[config.mk]
export PLATFORM = sky130hd
export DESIGN_NAME = game_timer_bcd
export DESIGN_NICKNAME = d
export VERILOG_FILES = /design/src/rtl/game_timer_bcd.sv
export SDC_FILE = /design/constraint.sdc
export NUM_CORES = 1
export LEC_CHECK = 0
export CORE_ASPECT_RATIO = 1.1
export CORE_UTILIZATION = 50
export CTS_CLUSTER_SIZE = 20
export DETAILED_ROUTE_END_ITERATION = 10
export PLACE_DENSITY = 0.72
export SYNTH_ARGS = -nofsm -noshare
export SYNTH_HDL_FRONTEND = slang
export SYNTH_SLANG_ARGS = --single-unit
[constraint.sdc]
create_clock -name ClockIn -period 5.4 [get_ports ClockIn]
set_clock_uncertainty 0.05 [all_clocks]
set_input_delay 1.08 -clock ClockIn [delete_from_list [all_inputs] [get_ports ClockIn]]
set_output_delay 1.08 -clock ClockIn [all_outputs]
set_load 0.005 [all_outputs]
[src/rtl/game_timer_bcd.sv]
// BCD countdown game timer with selectable tick rate, pause/resume and expiry.
// Optional low-time Warn output is built only when GAME_TIMER_WARN_EN is defined.
module game_timer_bcd #(
  parameter int unsigned CLOCK_FREQUENCY = 50000000,
  parameter int unsigned DIGITS          = 2,
  parameter int unsigned WARN_LEVEL      = 5
) (
  input  logic                  ClockIn,
  input  logic                  Reset,
  input  logic                  Load,
  input  logic [4*DIGITS-1:0]   LoadValue,
  input  logic                  Start,
  input  logic                  Pause,
  input  logic [1:0]            Speed,
  output logic [4*DIGITS-1:0]   Digits,
  output logic                  Running,
  output logic                  Tick,
  output logic                  Expired,
  output logic                  Warn
);

  localparam int unsigned DW    = 4 * DIGITS;
  localparam int unsigned DIV_W = (CLOCK_FREQUENCY > 2) ? $clog2(CLOCK_FREQUENCY) : 1;
  localparam logic [DIV_W-1:0] DIV_RST =
    (CLOCK_FREQUENCY == 0) ? '0 : DIV_W'(CLOCK_FREQUENCY - 1);

  // Reject out-of-range configurations at elaboration.
  if (DIGITS < 1 || DIGITS > 8 || WARN_LEVEL > 9) begin : g_bad_cfg
    $error("game_timer_bcd: DIGITS must be 1..8 and WARN_LEVEL 0..9");
  end

  typedef enum logic [1:0] {
    S_IDLE    = 2'd0,
    S_RUN     = 2'd1,
    S_PAUSED  = 2'd2,
    S_EXPIRED = 2'd3
  } state_t;

  state_t           state_q, state_next;
  logic [DW-1:0]    digits_q, digits_next;
  logic [DIV_W-1:0] div_q, div_next;
  logic             tick_q, tick_next;
  logic             running_q, running_next;
  logic             expired_q, expired_next;
  logic [31:0]      shifted;
  logic [DIV_W-1:0] reload_val;
  logic [DW-1:0]    digits_dec;

  // Subtract one with borrow ripple; a zero digit becomes nine and borrows.
  function automatic logic [DW-1:0] bcd_dec(input logic [DW-1:0] v);
    logic [DW-1:0] r;
    logic          borrow;
    r      = v;
    borrow = 1'b1;
    for (int i = 0; i < DIGITS; i++) begin
      if (borrow) begin
        if (v[4*i +: 4] == 4'd0) begin
          r[4*i +: 4] = 4'd9;
        end else begin
          r[4*i +: 4] = v[4*i +: 4] - 4'd1;
          borrow      = 1'b0;
        end
      end
    end
    return r;
  endfunction

  function automatic logic [DW-1:0] bcd_clamp(input logic [DW-1:0] v);
    logic [DW-1:0] r;
    r = v;
    for (int i = 0; i < DIGITS; i++) begin
      if (v[4*i +: 4] > 4'd9) r[4*i +: 4] = 4'd9;
    end
    return r;
  endfunction

  // Divider reload follows the rate selected at the moment of reload.
  always_comb begin
    shifted    = 32'(CLOCK_FREQUENCY) >> Speed;
    reload_val = (shifted == 32'd0) ? '0 : DIV_W'(shifted - 32'd1);
    digits_dec = bcd_dec(digits_q);
  end

  always_ff @(posedge ClockIn) begin
    if (Reset) begin
      state_q   <= S_IDLE;
      digits_q  <= '0;
      div_q     <= DIV_RST;
      tick_q    <= 1'b0;
      running_q <= 1'b0;
      expired_q <= 1'b0;
    end else begin
      state_q   <= state_next;
      digits_q  <= digits_next;
      div_q     <= div_next;
      tick_q    <= tick_next;
      running_q <= running_next;
      expired_q <= expired_next;
    end
  end

  always_comb begin
    state_next  = state_q;
    digits_next = digits_q;
    div_next    = div_q;
    tick_next   = 1'b0;

    if (Load) begin
      digits_next = bcd_clamp(LoadValue);
      div_next    = reload_val;
      state_next  = S_IDLE;
    end else begin
      unique case (state_q)
        S_IDLE: begin
          if (Start) begin
            if (digits_q == '0) begin
              state_next = S_EXPIRED;
            end else begin
              div_next   = reload_val;
              state_next = S_RUN;
            end
          end
        end
        S_RUN: begin
          // Start outranks Pause, and Start is a no-op while running.
          if (Pause && !Start) begin
            state_next = S_PAUSED;
          end else if (div_q == '0) begin
            div_next    = reload_val;
            digits_next = digits_dec;
            tick_next   = 1'b1;
            if (digits_dec == '0) state_next = S_EXPIRED;
          end else begin
            div_next = div_q - DIV_W'(1);
          end
        end
        S_PAUSED: begin
          if (Start) state_next = S_RUN;
        end
        S_EXPIRED: begin
          state_next = S_EXPIRED;
        end
        default: state_next = S_IDLE;
      endcase
    end

    running_next = (state_next == S_RUN);
    expired_next = (state_next == S_EXPIRED);
  end

  assign Digits  = digits_q;
  assign Tick    = tick_q;
  assign Running = running_q;
  assign Expired = expired_q;

`ifdef GAME_TIMER_WARN_EN
  localparam logic [3:0] WARN_THR = 4'(WARN_LEVEL);

  logic warn_q, warn_next;

  // Low-time flag: only digit 0 left and at or below the threshold while active.
  always_comb begin
    warn_next = 1'b0;
    if ((state_next == S_RUN || state_next == S_PAUSED) &&
        (DW'(digits_next >> 4) == '0) && (digits_next[3:0] <= WARN_THR)) begin
      warn_next = 1'b1;
    end
  end

  always_ff @(posedge ClockIn) begin
    if (Reset) warn_q <= 1'b0;
    else       warn_q <= warn_next;
  end

  assign Warn = warn_q;
`else
  assign Warn = 1'b0;
`endif

endmodule

==> flow_summary.toml <==
[run_status]
status = "completed"

[critical_path]
crit_required_ns = 5.52
critPathKind = "input pin to register"
worst_setup_path_end_kind = "register"
cp_cell_sequence = "clkdlybuf4s50_1, nor2_1, o21a_1, nor2_1, a222oi_1, nor2_1"
path_max_fanout = 18
cpMaxStageDelayCell = "clkdlybuf4s50_1"
cp_data_arrival_time_ns = 3.38
critPathMostFrequentCell = "nor2_1"
slowest_delay_ns = 0.73
startpoint = "Load"
start_kind = "input pin"
r2r-start = "div_q[0]"

[yosys]
yosysTopAreaCellShare = 0.331
syn_area_per_cell_um2 = 7.66
ys_seq_elements = 39
synth_top_family_by_area = "simple AND/OR/NAND/NOR gates"
synthMuxAreaShare = 0.00848
syn-num-nets = 325
yosysSeqAreaShare = 0.331
synth_cell_type_count = 59
yosysTopAreaCell = "dfxtp_1"
async_flop_share = 0
netlist_instances = 308
yosys-top-cells-area = "dfxtp_1 (33%), nor2_1 (6.4%), o21ai_0 (6.4%)"
ys.flop_type = "dfxtp_1"
synth_edf_count = 0
synth_compound_area_frac = 0.274
synth-simple-area-share = 0.320
synthXorXnorAreaFrac = 0.0111
synthAdderAreaFrac = 0.0106
synth_area_um2 = 2360
yosysWarnings = 0

[clock_network]
h-tree-depth = 2
clkTransAtPathRegs_ns = 0.08
postCtsSetupBuffers = 0
clk_path_buf_depth = 2
cts_buffers = 5
clkSinkCount = 39
cts_tree = "done"
ctsHoldBuffers = 0
ctsResizeCount = 0
clkLatencyLatePin_ns = 0.30
root_buffer = "clkbuf_8"

[place]
globalplace.congestion = 0.892
place_inst = 372
io_buffers = 25
post-place-ws_ns = 1.91
placed_cell_area_um2 = 2620
post-dp-hpwl_um = 4100

[floorplan]
die_width_um = 67.5
ioPinCount = 27
dieArea_um2 = 5000
fp.dieH_um = 74.1
start_util = 0.535
num_rows = 25
core_area_um2 = 4410

[detailed_routing]
viasPerCell = 6.42
drc = 0
wl_per_cell_um = 15.8
drtAntennaViolNets = 0
drtPass1Iterations = 5
vias = 2438
drt-initial-drc-count = 173
wirelength_um = 6020

[global_routing]
antenna_found_initial = 0
grt_max_degree = 41
grt_pass1_vias = 2184
grt_overflow_total = 0
grt.total_usage = 0.263
grt_first_pass_wirelength_um = 10000

[layout]
multi_input_area_um2 = 1480
drive_above_1_share = 0.0828
syn_to_final_growth_pct = 15.8
regArea_um2 = 781
design_area_um2 = 2730
fill_cells = 415
final_cell_count_no_fill = 380
antennaDiodeCount = 0
fin_nets = 342

[timing]
max_freq_ghz = 0.307
final_max_slew_viol_count = 0
finalSetupTns_ns = 0
setup_viol = 0
worst_pin_slew_ns = 1.00
fin_crit_ns = 3.26
maxSlewHeadroom = 0.332
setup_slack_ns = 2.14
min_period_over_period = 0.603
rsz0062_at_grt = "false"
hold_violations = 0

[pwr]
power_frac_clock = 0.376
power-per-cell-area_nw_per_um2 = 249
vdd_drop_max_mv = 0.115
power_mw = 0.681
p_int_mw = 0.498
comb_power_share = 0.150
seqPwrFrac = 0.474
netSwitchingPower_mw = 0.183
leakage_nw = 0.941
swShare = 0.269

[min_path]
worstHoldStart = "div_q[17]"
hold_class = "register to register"

[run]
maxCapViolCount = 0
-- cell usage after synthesis (3+ instances only) --
cell      number
a211o_1        3
a21o_1         3
a21oi_1       27
a31oi_1        7
and2_1         5
buf_2          4
clkbuf_1      10
dfxtp_1       39
inv_1          7
nand2_1       21
nand2b_1       6
nand3_1       11
nand4_1        3
nor2_1        40
nor3_1        12
nor3_2         3
nor4_1         8
o21a_1         5
o21ai_0       30
or2_2          4
or3_1          5
or4_1          3
-- metal layers --
layer  share of wire  track usage  up-vias
met1            0.45        0.341     1153
met2            0.47        0.418       98
met5               0            0        -
met3           0.060       0.0337       15
met4           0.025        0.147        0
li1                -            -     1172
-- cell families after synthesis --
family | Yosys count
buffers and inverters | 24
AOI/OAI and AO/OA | 102
DFF | 39
adders and majority gates | 2
and+or+nand+nor | 135
other | 1
xor gates and xnor gates | 3
muxes | 2
-- worst paths after layout --
check              end  cells after the start  slack [ns]
min          div_q[17]                      2        0.44
max           div_q[9]                      6        2.14
min reg2reg  div_q[17]                      2        0.44
max reg2reg   div_q[4]                      8        2.33
-- registers in the layout, indices dropped and copies added (netlist names) --
register,count
div_q,26
Digits,8
state_q,2
Expired,1
Running,1
Tick,1
-- stage by stage --
| stage | utilization | hold slack, ns |
|---|---|---|
| final | 0.620 | 0.445 |
| after global routing | 0.620 | 0.485 |
| after CTS | 0.620 | 0.447 |
| after detailed placement | 0.593 | 0.427 |
| after global placement | 0.593 | 0.425 |
| after floorplan | - | 0.402 |
-- critical path, delay by kind of cell --
family	cells	cell delay, ns
compound gates	2	0.91
buf+inv	1	0.73
simple gates	3	0.65
-- area by class of cell --
class | count | area share
Inverter | 7 | 0.00962
Multi-Input combinational cell | 245 | 0.540
Clock inverter | 2 | 0.0128
Clock buffer | 6 | 0.0302
Tap cell | 54 | 0.0247
Sequential cell | 39 | 0.286
Timing Repair Buffer | 27 | 0.0971
-- cells in the final DEF, fill, tap and decap left out, types with 3 or more instances in the layout --
| cell | n |
|---|---|
| nor2_1 | 40 |
| dfxtp_1 | 39 |
| o21ai_0 | 30 |
| a21oi_1 | 27 |
| clkdlybuf4s50_1 | 25 |
| nand2_1 | 21 |
| nor3_1 | 12 |
| nand3_1 | 11 |
| nor4_1 | 8 |
| inv_1 | 7 |
| a31oi_1 | 7 |
| nand2b_1 | 6 |
| clkbuf_8 | 6 |
| o21a_1 | 5 |
| or3_1 | 5 |
| and2_1 | 5 |
| or2_2 | 4 |
| nor3_2 | 3 |
| nand4_1 | 3 |
| or4_1 | 3 |
| a211o_1 | 3 |
| a21o_1 | 3 |
-- power groups by stage --
stage	sequential, mW	clock [mW]	combinational (mW)
final	0.323	0.256	0.102
after global routing	0.325	0.272	0.114
after CTS	0.322	0.261	0.101
after detailed placement	0.329	0	0.101
after global placement	0.328	0	0.100
after floorplan	0.325	0	0.0679
(Power assumes the default switching activity.)
